--- src/rtl/bh1750_emul_param_if.sv ---
// Open-drain I2C pin bundle between a bus model (master side) and the BH1750 emulator (slave side).
interface bh1750_emul_param_if;
  logic scl_i;
  logic sda_i;
  logic sda_oe;
  logic scl_oe;

  modport master (output scl_i, output sda_i, input sda_oe, input scl_oe);
  modport slave  (input scl_i, input sda_i, output sda_oe, output scl_oe);
endinterface

--- src/rtl/bh1750_emul_param.sv ---
// BH1750-style I2C light-sensor slave, oversampling SCL/SDA on system_clock.
// Define BH1750_CLK_STRETCH_EN to stretch SCL on reads issued before the first conversion completes.
module bh1750_emul_param #(
  parameter logic [6:0] DEV_ADDR    = 7'h23,
  parameter int         RD_BYTES    = 2,
  parameter int         MEAS_CYCLES = 1000,
  parameter int         SYNC_STAGES = 2
) (
  input  logic                  system_clock,
  input  logic                  reset,
  bh1750_emul_param_if.slave    bus,
  input  logic [8*RD_BYTES-1:0] meas_value,
  output logic [8*RD_BYTES-1:0] result,
  output logic                  data_valid,
  output logic                  powered,
  output logic [7:0]            last_cmd,
  output logic                  addr_hit
);
  typedef enum logic [2:0] {
    S_IDLE, S_ADDR, S_ADDR_ACK, S_WR_BYTE, S_WR_ACK, S_RD_BYTE, S_RD_MACK, S_IGNORE
  } state_t;

  localparam int            TW         = (MEAS_CYCLES > 1) ? $clog2(MEAS_CYCLES) : 1;
  localparam logic [TW-1:0] TIMER_LAST = TW'(MEAS_CYCLES - 1);
  localparam logic [1:0]    LAST_IDX   = 2'(RD_BYTES - 1);
  localparam int            RW         = 8 * RD_BYTES;

  state_t                 state_q, state_d;
  logic [SYNC_STAGES-1:0] scl_sync_q, scl_sync_d, sda_sync_q, sda_sync_d;
  logic                   scl_prev_q, sda_prev_q;
  logic [2:0]             bit_cnt_q, bit_cnt_d;
  logic [6:0]             shift_q, shift_d;
  logic                   byte_done_q, byte_done_d;
  logic                   rw_q, rw_d;
  logic [1:0]             rd_idx_q, rd_idx_d;
  logic [RW-1:0]          snap_q, snap_d, result_q, result_d;
  logic                   sda_oe_q, sda_oe_d;
  logic                   addr_hit_q, addr_hit_d;
  logic [7:0]             last_cmd_q, last_cmd_d;
  logic                   data_valid_q, data_valid_d;
  logic                   powered_q, powered_d;
  logic                   meas_active_q, meas_active_d;
  logic                   one_shot_q, one_shot_d;
  logic [TW-1:0]          timer_q, timer_d;
`ifdef BH1750_CLK_STRETCH_EN
  logic                   stretch_q, stretch_d;
`endif

  logic       scl_s, sda_s, scl_rise, scl_fall, start_det, stop_det;
  logic       addr_match, conv_done, cmd_stb;
  logic [7:0] rx_byte, cur_byte;
  logic [2:0] bit_dn;
  logic [7:0] rd_bytes [4];

  assign scl_s      = scl_sync_q[SYNC_STAGES-1];
  assign sda_s      = sda_sync_q[SYNC_STAGES-1];
  assign scl_rise   = scl_s & ~scl_prev_q;
  assign scl_fall   = ~scl_s & scl_prev_q;
  assign start_det  = scl_s & scl_prev_q & sda_prev_q & ~sda_s;
  assign stop_det   = scl_s & scl_prev_q & ~sda_prev_q & sda_s;
  assign rx_byte    = {shift_q, sda_s};
  assign addr_match = (rx_byte[7:1] == DEV_ADDR);
  assign conv_done  = meas_active_q && (timer_q == TIMER_LAST);
  assign bit_dn     = bit_cnt_q - 3'd1;
  assign cur_byte   = rd_bytes[rd_idx_q];

  // Byte 0 is the most significant byte of the snapshot; unused slots read as zero.
  for (genvar gi = 0; gi < 4; gi++) begin : g_rd
    if (gi < RD_BYTES) begin : g_used
      assign rd_bytes[gi] = snap_q[8*(RD_BYTES-1-gi) +: 8];
    end else begin : g_pad
      assign rd_bytes[gi] = 8'h00;
    end
  end

  always_ff @(posedge system_clock or posedge reset) begin
    if (reset) state_q <= S_IDLE;
    else       state_q <= state_d;
  end

  always_comb begin
    state_d = state_q;
    if (start_det) begin
      state_d = S_ADDR;
    end else if (stop_det) begin
      state_d = S_IDLE;
    end else begin
      case (state_q)
        S_ADDR: begin
          if (scl_rise && bit_cnt_q == 3'd7 && !addr_match) state_d = S_IGNORE;
          else if (scl_fall && byte_done_q)                 state_d = S_ADDR_ACK;
        end
        S_ADDR_ACK: if (scl_fall) state_d = rw_q ? S_RD_BYTE : S_WR_BYTE;
        S_WR_BYTE:  if (scl_fall && byte_done_q) state_d = S_WR_ACK;
        S_WR_ACK:   if (scl_fall) state_d = S_WR_BYTE;
        S_RD_BYTE:  if (scl_fall && bit_cnt_q == 3'd0) state_d = S_RD_MACK;
        S_RD_MACK: begin
          if (scl_rise && sda_s)              state_d = S_IGNORE;
          else if (scl_fall && byte_done_q)   state_d = S_RD_BYTE;
        end
        default: ;
      endcase
    end
  end

  always_comb begin
    scl_sync_d    = {scl_sync_q[SYNC_STAGES-2:0], bus.scl_i};
    sda_sync_d    = {sda_sync_q[SYNC_STAGES-2:0], bus.sda_i};
    bit_cnt_d     = bit_cnt_q;
    shift_d       = shift_q;
    byte_done_d   = byte_done_q;
    rw_d          = rw_q;
    rd_idx_d      = rd_idx_q;
    snap_d        = snap_q;
    result_d      = result_q;
    sda_oe_d      = sda_oe_q;
    addr_hit_d    = 1'b0;
    last_cmd_d    = last_cmd_q;
    data_valid_d  = data_valid_q;
    powered_d     = powered_q;
    meas_active_d = meas_active_q;
    one_shot_d    = one_shot_q;
    timer_d       = timer_q;
    cmd_stb       = 1'b0;
`ifdef BH1750_CLK_STRETCH_EN
    stretch_d     = stretch_q;
`endif

    if (start_det || stop_det) begin
      sda_oe_d    = 1'b0;
      bit_cnt_d   = 3'd0;
      byte_done_d = 1'b0;
    end else begin
      case (state_q)
        S_ADDR: begin
          if (scl_rise) begin
            shift_d   = rx_byte[6:0];
            bit_cnt_d = bit_cnt_q + 3'd1;
            if (bit_cnt_q == 3'd7 && addr_match) begin
              byte_done_d = 1'b1;
              rw_d        = rx_byte[0];
              addr_hit_d  = 1'b1;
            end
          end else if (scl_fall && byte_done_q) begin
            byte_done_d = 1'b0;
            sda_oe_d    = 1'b1;
            snap_d      = result_q;
`ifdef BH1750_CLK_STRETCH_EN
            if (rw_q && meas_active_q && !data_valid_q && !conv_done) stretch_d = 1'b1;
`endif
          end
        end
        S_ADDR_ACK: if (scl_fall) begin
          bit_cnt_d = 3'd0;
          rd_idx_d  = 2'd0;
          sda_oe_d  = 1'b0;
          if (rw_q) begin
            bit_cnt_d = 3'd7;
            sda_oe_d  = ~rd_bytes[0][7];
          end
        end
        S_WR_BYTE: begin
          if (scl_rise) begin
            shift_d   = rx_byte[6:0];
            bit_cnt_d = bit_cnt_q + 3'd1;
            if (bit_cnt_q == 3'd7) begin
              byte_done_d = 1'b1;
              cmd_stb     = 1'b1;
            end
          end else if (scl_fall && byte_done_q) begin
            byte_done_d = 1'b0;
            sda_oe_d    = 1'b1;
          end
        end
        S_WR_ACK: if (scl_fall) begin
          sda_oe_d  = 1'b0;
          bit_cnt_d = 3'd0;
        end
        S_RD_BYTE: if (scl_fall) begin
          if (bit_cnt_q == 3'd0) begin
            sda_oe_d = 1'b0;
          end else begin
            bit_cnt_d = bit_dn;
            sda_oe_d  = ~cur_byte[bit_dn];
          end
        end
        S_RD_MACK: begin
          if (scl_rise && !sda_s) begin
            byte_done_d = 1'b1;
            rd_idx_d    = (rd_idx_q == LAST_IDX) ? 2'd0 : rd_idx_q + 2'd1;
          end else if (scl_fall && byte_done_q) begin
            byte_done_d = 1'b0;
            bit_cnt_d   = 3'd7;
            sda_oe_d    = ~cur_byte[7];
          end
        end
        default: ;
      endcase
    end

    if (meas_active_q) begin
      if (conv_done) begin
        timer_d      = '0;
        result_d     = meas_value;
        data_valid_d = 1'b1;
        if (one_shot_q) begin
          meas_active_d = 1'b0;
          powered_d     = 1'b0;
        end
      end else begin
        timer_d = timer_q + TW'(1);
      end
    end

    // A command in the same cycle as a conversion end takes precedence.
    if (cmd_stb) begin
      last_cmd_d = rx_byte;
      casez (rx_byte)
        8'h00: begin
          powered_d     = 1'b0;
          meas_active_d = 1'b0;
        end
        8'h01: powered_d = 1'b1;
        8'h07: if (powered_q) begin
          result_d     = '0;
          data_valid_d = 1'b0;
        end
        8'b0001_00??, 8'b0010_00??: begin
          powered_d     = 1'b1;
          meas_active_d = 1'b1;
          one_shot_d    = rx_byte[5];
          timer_d       = '0;
        end
        default: ;
      endcase
    end

`ifdef BH1750_CLK_STRETCH_EN
    // The stalled read resumes with the freshly converted sample.
    if (stretch_q && conv_done) begin
      snap_d    = meas_value;
      stretch_d = 1'b0;
    end
    if (!meas_active_d) stretch_d = 1'b0;
`endif
  end

  always_ff @(posedge system_clock or posedge reset) begin
    if (reset) begin
      scl_sync_q    <= '1;
      sda_sync_q    <= '1;
      scl_prev_q    <= 1'b1;
      sda_prev_q    <= 1'b1;
      bit_cnt_q     <= 3'd0;
      shift_q       <= '0;
      byte_done_q   <= 1'b0;
      rw_q          <= 1'b0;
      rd_idx_q      <= 2'd0;
      snap_q        <= '0;
      result_q      <= '0;
      sda_oe_q      <= 1'b0;
      addr_hit_q    <= 1'b0;
      last_cmd_q    <= 8'h00;
      data_valid_q  <= 1'b0;
      powered_q     <= 1'b0;
      meas_active_q <= 1'b0;
      one_shot_q    <= 1'b0;
      timer_q       <= '0;
`ifdef BH1750_CLK_STRETCH_EN
      stretch_q     <= 1'b0;
`endif
    end else begin
      scl_sync_q    <= scl_sync_d;
      sda_sync_q    <= sda_sync_d;
      scl_prev_q    <= scl_s;
      sda_prev_q    <= sda_s;
      bit_cnt_q     <= bit_cnt_d;
      shift_q       <= shift_d;
      byte_done_q   <= byte_done_d;
      rw_q          <= rw_d;
      rd_idx_q      <= rd_idx_d;
      snap_q        <= snap_d;
      result_q      <= result_d;
      sda_oe_q      <= sda_oe_d;
      addr_hit_q    <= addr_hit_d;
      last_cmd_q    <= last_cmd_d;
      data_valid_q  <= data_valid_d;
      powered_q     <= powered_d;
      meas_active_q <= meas_active_d;
      one_shot_q    <= one_shot_d;
      timer_q       <= timer_d;
`ifdef BH1750_CLK_STRETCH_EN
      stretch_q     <= stretch_d;
`endif
    end
  end

  assign bus.sda_oe = sda_oe_q;
`ifdef BH1750_CLK_STRETCH_EN
  assign bus.scl_oe = stretch_q;
`else
  assign bus.scl_oe = 1'b0;
`endif
  assign result     = result_q;
  assign data_valid = data_valid_q;
  assign powered    = powered_q;
  assign last_cmd   = last_cmd_q;
  assign addr_hit   = addr_hit_q;
endmodule

--- src/flat_wrapper.sv ---
// flat-port wrapper written by rule: the top's interface ports become plain ports
module bh1750_emul_param_flat 
#(
  parameter logic [6:0] DEV_ADDR    = 7'h23,
  parameter int         RD_BYTES    = 2,
  parameter int         MEAS_CYCLES = 1000,
  parameter int         SYNC_STAGES = 2
)
  (system_clock, reset, meas_value, result, data_valid, powered, last_cmd, addr_hit, bus_scl_i, bus_sda_i, bus_sda_oe, bus_scl_oe);
  bh1750_emul_param_if bus_i ();
  input  logic system_clock;
  input  logic reset;
  input  logic [8*RD_BYTES-1:0] meas_value;
  output logic [8*RD_BYTES-1:0] result;
  output logic data_valid;
  output logic powered;
  output logic [7:0] last_cmd;
  output logic addr_hit;
  input wire logic [$bits(bus_i.scl_i)-1:0] bus_scl_i;
  input wire logic [$bits(bus_i.sda_i)-1:0] bus_sda_i;
  output wire logic [$bits(bus_i.sda_oe)-1:0] bus_sda_oe;
  output wire logic [$bits(bus_i.scl_oe)-1:0] bus_scl_oe;
  assign bus_i.scl_i = bus_scl_i;
  assign bus_i.sda_i = bus_sda_i;
  assign bus_sda_oe = bus_i.sda_oe;
  assign bus_scl_oe = bus_i.scl_oe;
  bh1750_emul_param #(.DEV_ADDR(DEV_ADDR), .RD_BYTES(RD_BYTES), .MEAS_CYCLES(MEAS_CYCLES), .SYNC_STAGES(SYNC_STAGES)) u_core (.system_clock(system_clock), .reset(reset), .bus(bus_i), .meas_value(meas_value), .result(result), .data_valid(data_valid), .powered(powered), .last_cmd(last_cmd), .addr_hit(addr_hit));
endmodule
--- config.mk ---
export PLATFORM = sky130hd
export DESIGN_NAME = bh1750_emul_param_flat
export DESIGN_NICKNAME = d
export VERILOG_FILES = /design/src/rtl/bh1750_emul_param_if.sv /design/src/rtl/bh1750_emul_param.sv /design/src/flat_wrapper.sv
export SDC_FILE = /design/constraint.sdc
export NUM_CORES = 1
export LEC_CHECK = 0
export ABC_AREA = 1
export CAP_MARGIN = 0
export CORE_MARGIN = 4
export CORE_UTILIZATION = 35
export DETAILED_ROUTE_END_ITERATION = 10
export GPL_ROUTABILITY_DRIVEN = 0
export MAX_ROUTING_LAYER = met4
export PLACE_DENSITY = 0.66
export SKIP_LAST_GASP = 1
export SYNTH_ARGS = -nofsm -noshare
export SYNTH_HDL_FRONTEND = slang
export SYNTH_SLANG_ARGS = --single-unit
export TNS_END_PERCENT = 1
--- constraint.sdc ---
create_clock -name system_clock -period 2.35 [get_ports system_clock]
set_input_delay 0.47 -clock system_clock [delete_from_list [all_inputs] [get_ports system_clock]]
set_output_delay 0.47 -clock system_clock [all_outputs]
set_load 0.02 [all_outputs]
==> impl_metrics.tcl, run 1 <==
set metrics [dict create \
    status "finished, final reports clean" \
    grt_usage_pct 14.6 \
    ys_seq_area_share_pct 49.8 \
    synth_top_cell_area_share_pct 45.9 \
    hpwl_um 6130 \
    drt-vias-per-instance 4.87 \
    grt_antenna_before_repair 0 \
    nFillCells 1071 \
    num_antenna_cells 0 \
    postCtsHoldBufs 0 \
    register_area_um2 1980 \
    ios 49 \
    htree_levels 3 \
    final_util_pct 44.5 \
    crit_path_end_kind "flip-flop" \
    timing_worst_slew_pin_value_ns 0.492 \
    yosysTopAreaCell "dfrtp_1" \
    synth_edf_count 0 \
    die_h_um 115 \
    syn_avg_cell_area_um2 8.62 \
    vias 3207 \
    hold_class "reg2reg" \
    start_util_pct 36.2 \
    holdWs_ns 0.363 \
    post_cts_resized 0 \
    ant_nets 0 \
    finalWirelength_um 8600 \
    dr.pass1.iters 4 \
    start_kind "flip-flop" \
    buffer_ports.inserted 47 \
    wl_per_cell_um 13.1 \
    row_count 38 \
    synth_fp_nets 487 \
    grt_pass1_vias 3226 \
    fin_skew_ns 0.0106 \
    synth_flop_cell "dfrtp_1" \
    rsz0062_at_grt "false" \
    drive_gt1_share_pct 14.7 \
    areaGrowthSynthToFinish_pct 22.8 \
    critical_path_class "reg2reg" \
    ys_types 40 \
    fin_crit_sh_pct 80.9 \
    route.met3.wl_um 338 \
    path_clk_slew_ns 0.07 \
    cap_violations 0 \
    power.density_nw_per_um2 963 \
    tritoncts "yes" \
    fin_nets 538 \
    core_area_um2 11000 \
    drcViolationCount 0 \
    power.leakage_uw 0.00233 \
    slew_headroom_pct 67.0 \
    drt_iter0_drc 167 \
    grt_max_degree 80 \
    clkSinkCount 79 \
    syn_inst 462 \
    wl_met2_um 4000 \
    ir_worst_vdd_v 0.000321 \
    hold_violations 0 \
    drt-met1-wl_um 4060 \
    place_inst 642 \
    ys_ff_latch 79 \
    fmax_mhz 526 \
    ys_top_cells_by_area "dfrtp_1, nand2_1, nand3_1, dfstp_2, nor2_1" \
    numCtsBuffers 9 \
    root_buffer "clkbuf_16" \
    slew_violations 0 \
    async_flop_share_pct 100 \
    finalSetupTns_ns 0 \
    fin_crit_ns 1.90 \
    multi_input_area_um2 1760 \
    dpl-instance-area_um2 4600 \
    highest_layer "met4" \
    finalInstanceArea_um2 4890 \
    synth_area_um2 3980 \
    cp_max_fo 17 \
    synth_warnings 0 \
    post_cts_buffers 0 \
    yosys-top-cells-count "nand2_1, dfrtp_1, nand3_1" \
    cts.path.max_buffers 2 \
    cp.required_ns 2.56 \
    setup_viol 0 \
    grt_pass1_wl_um 15100 \
    cp.arrival_ns 2.11 \
    gr-total-overflow 0 \
    fin_cells 658 \
    die_area_um2 13100 \
    die_w_um 115 \
    yosysMostFrequentCell "nand2_1" \
    worstSkewPairLatency_ns 0.34 \
]
critical path, stage by stage (launching register included):
cell and delay, ns:
dfrtp_1 0.45, ha_1 0.20, ha_1 0.14, inv_1 0.07, nor2_2 0.15, inv_2 0.09
nor2_8 0.12, nand2_2 0.08, nor3_4 0.10, buf_4 0.29, a21oi_1 0.09
cells by family (layout without fill, tap and decap cells):
group / after synthesis / count (layout) / synth area share (%)
flip-flops: 79 / 79 / 49.8
AND/OR/NAND/NOR: 244 / 244 / 27.8
buffers and inverters: 55 / 111 / 5.91
adder cells (fa/ha/maj): 5 / 5 / 1.57
multiplexers: 15 / 15 / 5.00
XOR/XNOR: 7 / 7 / 1.54
other: 1 / 1 / 0.0942
AO/OA/AOI/OAI: 56 / 56 / 8.27
cell usage in the layout (no fill, tap or decap), types with 3 or more instances in the layout:
master           Yosys  routed
a21oi_1             17      17
mux2_2               7       7
nand3_1             37      37
nand2_2              4       4
o21ai_0             17      17
nand2_1            141     141
xor2_1               5       5
o21ai_1              8       8
ha_1                 5       5
inv_2                9       9
mux2_4               8       8
clkdlybuf4s50_1      0      47
nor2_1              36      36
nor3_1               4       4
dfstp_2              6       6
nand2_4              3       3
nand4_1              4       4
a21oi_2              9       9
inv_1               34      33
clkbuf_16            0       9
dfrtp_1             73      73
nor2_2               3       3
power by group:
part / switching (uW) / internal (uW)
Sequential: 221 / 1600
Combinational: 929 / 621
Clock: 595 / 739
Total: 1750 / 2960
registers in the layout, indices dropped and copies added (netlist names), 2 cells and up:
signal             count
u_core.result         16
u_core.snap_q         16
u_core.timer_q        10
u_core.last_cmd        8
u_core.shift_q         7
u_core.bit_cnt_q       3
u_core.state_q         3
u_core.rd_idx_q        2
u_core.scl_sync_q      2
u_core.sda_sync_q      2
area by class of cell:
class                      instances  area share (%)
clock inverter                     7            1.28
inverter                          45            3.53
multi-input combinational        328            36.0
sequential                        79            40.6
clock buffer                       9            4.61
tap                              140            3.58
timing repair buffer              50            10.3
path summary, 6_finish.rpt:
| check | from | endpoint | slack [ns] | cells after the start |
|---|---|---|---|---|
| max reg2reg | u_core.bit_cnt_q[0]$_DFFE_PP0P_ | u_core.result[0]$_DFF_PP0_ | 0.45 | 10 |
| min in group asynchronous | reset | u_core.data_valid$_DFF_PP0_ | 0.57 | 3 |
| min | u_core.scl_sync_q[0]$_DFF_PP1_ | u_core.scl_sync_q[1]$_DFF_PP1_ | 0.36 | 0 |
| max in group asynchronous | reset | u_core.sda_sync_q[0]$_DFF_PP1_ | 1.39 | 3 |
| min reg2reg | u_core.scl_sync_q[0]$_DFF_PP1_ | u_core.scl_sync_q[1]$_DFF_PP1_ | 0.36 | 0 |
| max | u_core.bit_cnt_q[0]$_DFFE_PP0P_ | u_core.result[0]$_DFF_PP0_ | 0.45 | 10 |
per-layer routing:
metal	global-route usage, %	up-vias
li1	-	1591
met1	19.0	1526
met5	-	-
met2	22.2	76
met4	5.62	0
met3	3.44	14
stage by stage:
stage          power [uW]  worst slack (ns)
2_1_floorplan        3030             0.597
3_3_place_gp         3340             0.531
3_5_place_dp         3370             0.465
4_1_cts              4740             0.442
5_1_grt              5040             0.266
6_report             4710             0.450
Note: power is estimated with default switching activity, not from simulation.
==> inputs of run 2 (changes only) <==
--- a/config.mk
+++ b/config.mk
@@ -12,7 +12,7 @@
 export DETAILED_ROUTE_END_ITERATION = 10
 export GPL_ROUTABILITY_DRIVEN = 0
 export MAX_ROUTING_LAYER = met4
-export PLACE_DENSITY = 0.66
+export PLACE_DENSITY = 0.64
 export SKIP_LAST_GASP = 1
 export SYNTH_ARGS = -nofsm -noshare
 export SYNTH_HDL_FRONTEND = slang
==> constraint.sdc (replaced) <==
create_clock -name system_clock -period 1.8 [get_ports system_clock]
set_input_delay 0.36 -clock system_clock [delete_from_list [all_inputs] [get_ports system_clock]]
set_output_delay 0.36 -clock system_clock [all_outputs]
set_load 0.02 [all_outputs]
==> run 2 against run 1 <==
Setup slack got worse by 0.39 ns; global-route usage rose by 0.33 points; power up 36%; final area increased by 2.5%; largest cell class unchanged; critical path depth is the same; register-to-register slack worse by 0.39 ns; highest routed layer unchanged; core utilization increased by 1.1 points; sequential cell count is the same.
==> impl_metrics.tcl, run 2 (same netlist as run 1, synthesis figures left out) <==
set metrics [dict create \
    die_w_um 115 \
    drt-vias-per-instance 4.88 \
    rsz0062_at_grt "true" \
    buffer_ports.inserted 47 \
    root_buffer "clkbuf_16" \
    cap_violations 0 \
    grt_pass1_vias 3260 \
    place_inst 649 \
    path_clk_slew_ns 0.07 \
    drcViolationCount 0 \
    tritoncts "yes" \
    ir_worst_vdd_v 0.000532 \
    dr.pass1.iters 4 \
    grt_usage_pct 15.0 \
    grt_antenna_before_repair 0 \
    path_cells "ha_1 > ha_1 > inv_1 > nor2_2 > inv_2 > nor2_8 > nand2_2 > nor3_4 > buf_12 > a21oi_1" \
    start_util_pct 36.2 \
    worstSkewPairLatency_ns 0.34 \
    gr-total-overflow 0 \
    setup_viol 0 \
    slew_violations 0 \
    cp_common_cell "ha_1" \
    fin_cells 665 \
    htree_levels 3 \
    dpl-instance-area_um2 4680 \
    ios 49 \
    clkSinkCount 79 \
    hold_violations 0 \
    cp_max_fo 17 \
    ant_nets 0 \
    die_h_um 115 \
    cp_slowest_stage_delay_ns 0.38 \
    finalWirelength_um 8840 \
    fin_skew_ns 0.00975 \
    power.leakage_uw 0.00238 \
    hold_class "reg2reg" \
    row_count 38 \
    hpwl_um 6500 \
    areaGrowthSynthToFinish_pct 25.8 \
    fmax_mhz 575 \
    die_area_um2 13100 \
    cp_slowest_cell "dfrtp_1" \
    drive_gt1_share_pct 16.4 \
    critical_path_class "reg2reg" \
    post_cts_buffers 0 \
    wl_per_cell_um 13.3 \
    finalSetupTns_ns 0 \
    grt_pass1_wl_um 15400 \
    status "finished, final reports clean" \
    fin_crit_sh_pct 96.6 \
    crit_path_end_kind "flip-flop" \
    finalInstanceArea_um2 5010 \
    numCtsBuffers 9 \
    post_cts_resized 0 \
    cp.arrival_ns 1.95 \
    mostFrequentLayoutCells "nand2_1, dfrtp_1, clkdlybuf4s50_1, nand3_1, nor2_1" \
    fin_nets 545 \
    num_antenna_cells 0 \
    vias 3245 \
    fin_crit_ns 1.74 \
    grt_max_degree 37 \
    postCtsHoldBufs 0 \
    drt_iter0_drc 146 \
    final_common_cell "nand2_1" \
    core_area_um2 11000 \
    start_kind "flip-flop" \
    cts.path.max_buffers 2 \
    final_util_pct 45.6 \
    cp.required_ns 2.01 \
    power.density_nw_per_um2 1280 \
]
==> run 2: area by class of cell <==
type / instances / area [um2]
fillers: 1041 / 5980
flip-flops and latches: 79 / 1980
multi-input cells: 328 / 1770
repair buffers: 57 / 583
clock buffers: 9 / 225
well taps: 140 / 175
inverters: 45 / 173
clock inverters: 7 / 97.6
==> run 2: power by group <==
part	switching, uW	internal, uW
clock network	829	1130
registers	272	2090
logic	1240	847
total	2340	4060
==> run 2: per-layer routing <==
metal  global-route usage [%]  up-vias  wire length [um]  part of all wire, %
met4                     4.91        0               135                  1.5
met1                     19.5     1530              4210                   48
li1                         -     1607                 -                    -
met3                     3.12       13               398                  4.5
met5                        -        -                 0                    0
met2                     23.3       95              4090                   46
==> run 2: critical path: cells and delay by family, from the launching register on <==
family                     cells  cell delay (ns)
DFF                            1             0.38
AOI/OAI and AO/OA              1             0.07
and+or+nand+nor                4             0.52
adders and majority gates      2             0.30
buffers and inverters          3             0.34
==> run 2: through the flow <==
stage | setup slack, ns | power, uW | hold WS, ns
4_1_cts | 0.0501 | 6430 | 0.358
5_1_grt | -0.0924 | 6870 | 0.361
3_5_place_dp | 0.0667 | 4450 | 0.348
6_report | 0.0617 | 6400 | 0.357
3_3_place_gp | 0.128 | 4400 | 0.348
2_1_floorplan | 0.0474 | 3950 | 0.345
==> run 2: final timing paths <==
check | start | to | slack [ns] | cells after the start
max | u_core.bit_cnt_q[1]$_DFFE_PP0P_ | u_core.result[3]$_DFF_PP0_ | 0.06 | 10
min | u_core.sda_sync_q[0]$_DFF_PP1_ | u_core.sda_sync_q[1]$_DFF_PP1_ | 0.36 | 0
max reg2reg | u_core.bit_cnt_q[1]$_DFFE_PP0P_ | u_core.result[3]$_DFF_PP0_ | 0.06 | 10
min reg2reg | u_core.sda_sync_q[0]$_DFF_PP1_ | u_core.sda_sync_q[1]$_DFF_PP1_ | 0.36 | 0
max in group asynchronous | reset | u_core.sda_sync_q[1]$_DFF_PP1_ | 1.08 | 3
min in group asynchronous | reset | u_core.data_valid$_DFF_PP0_ | 0.44 | 3
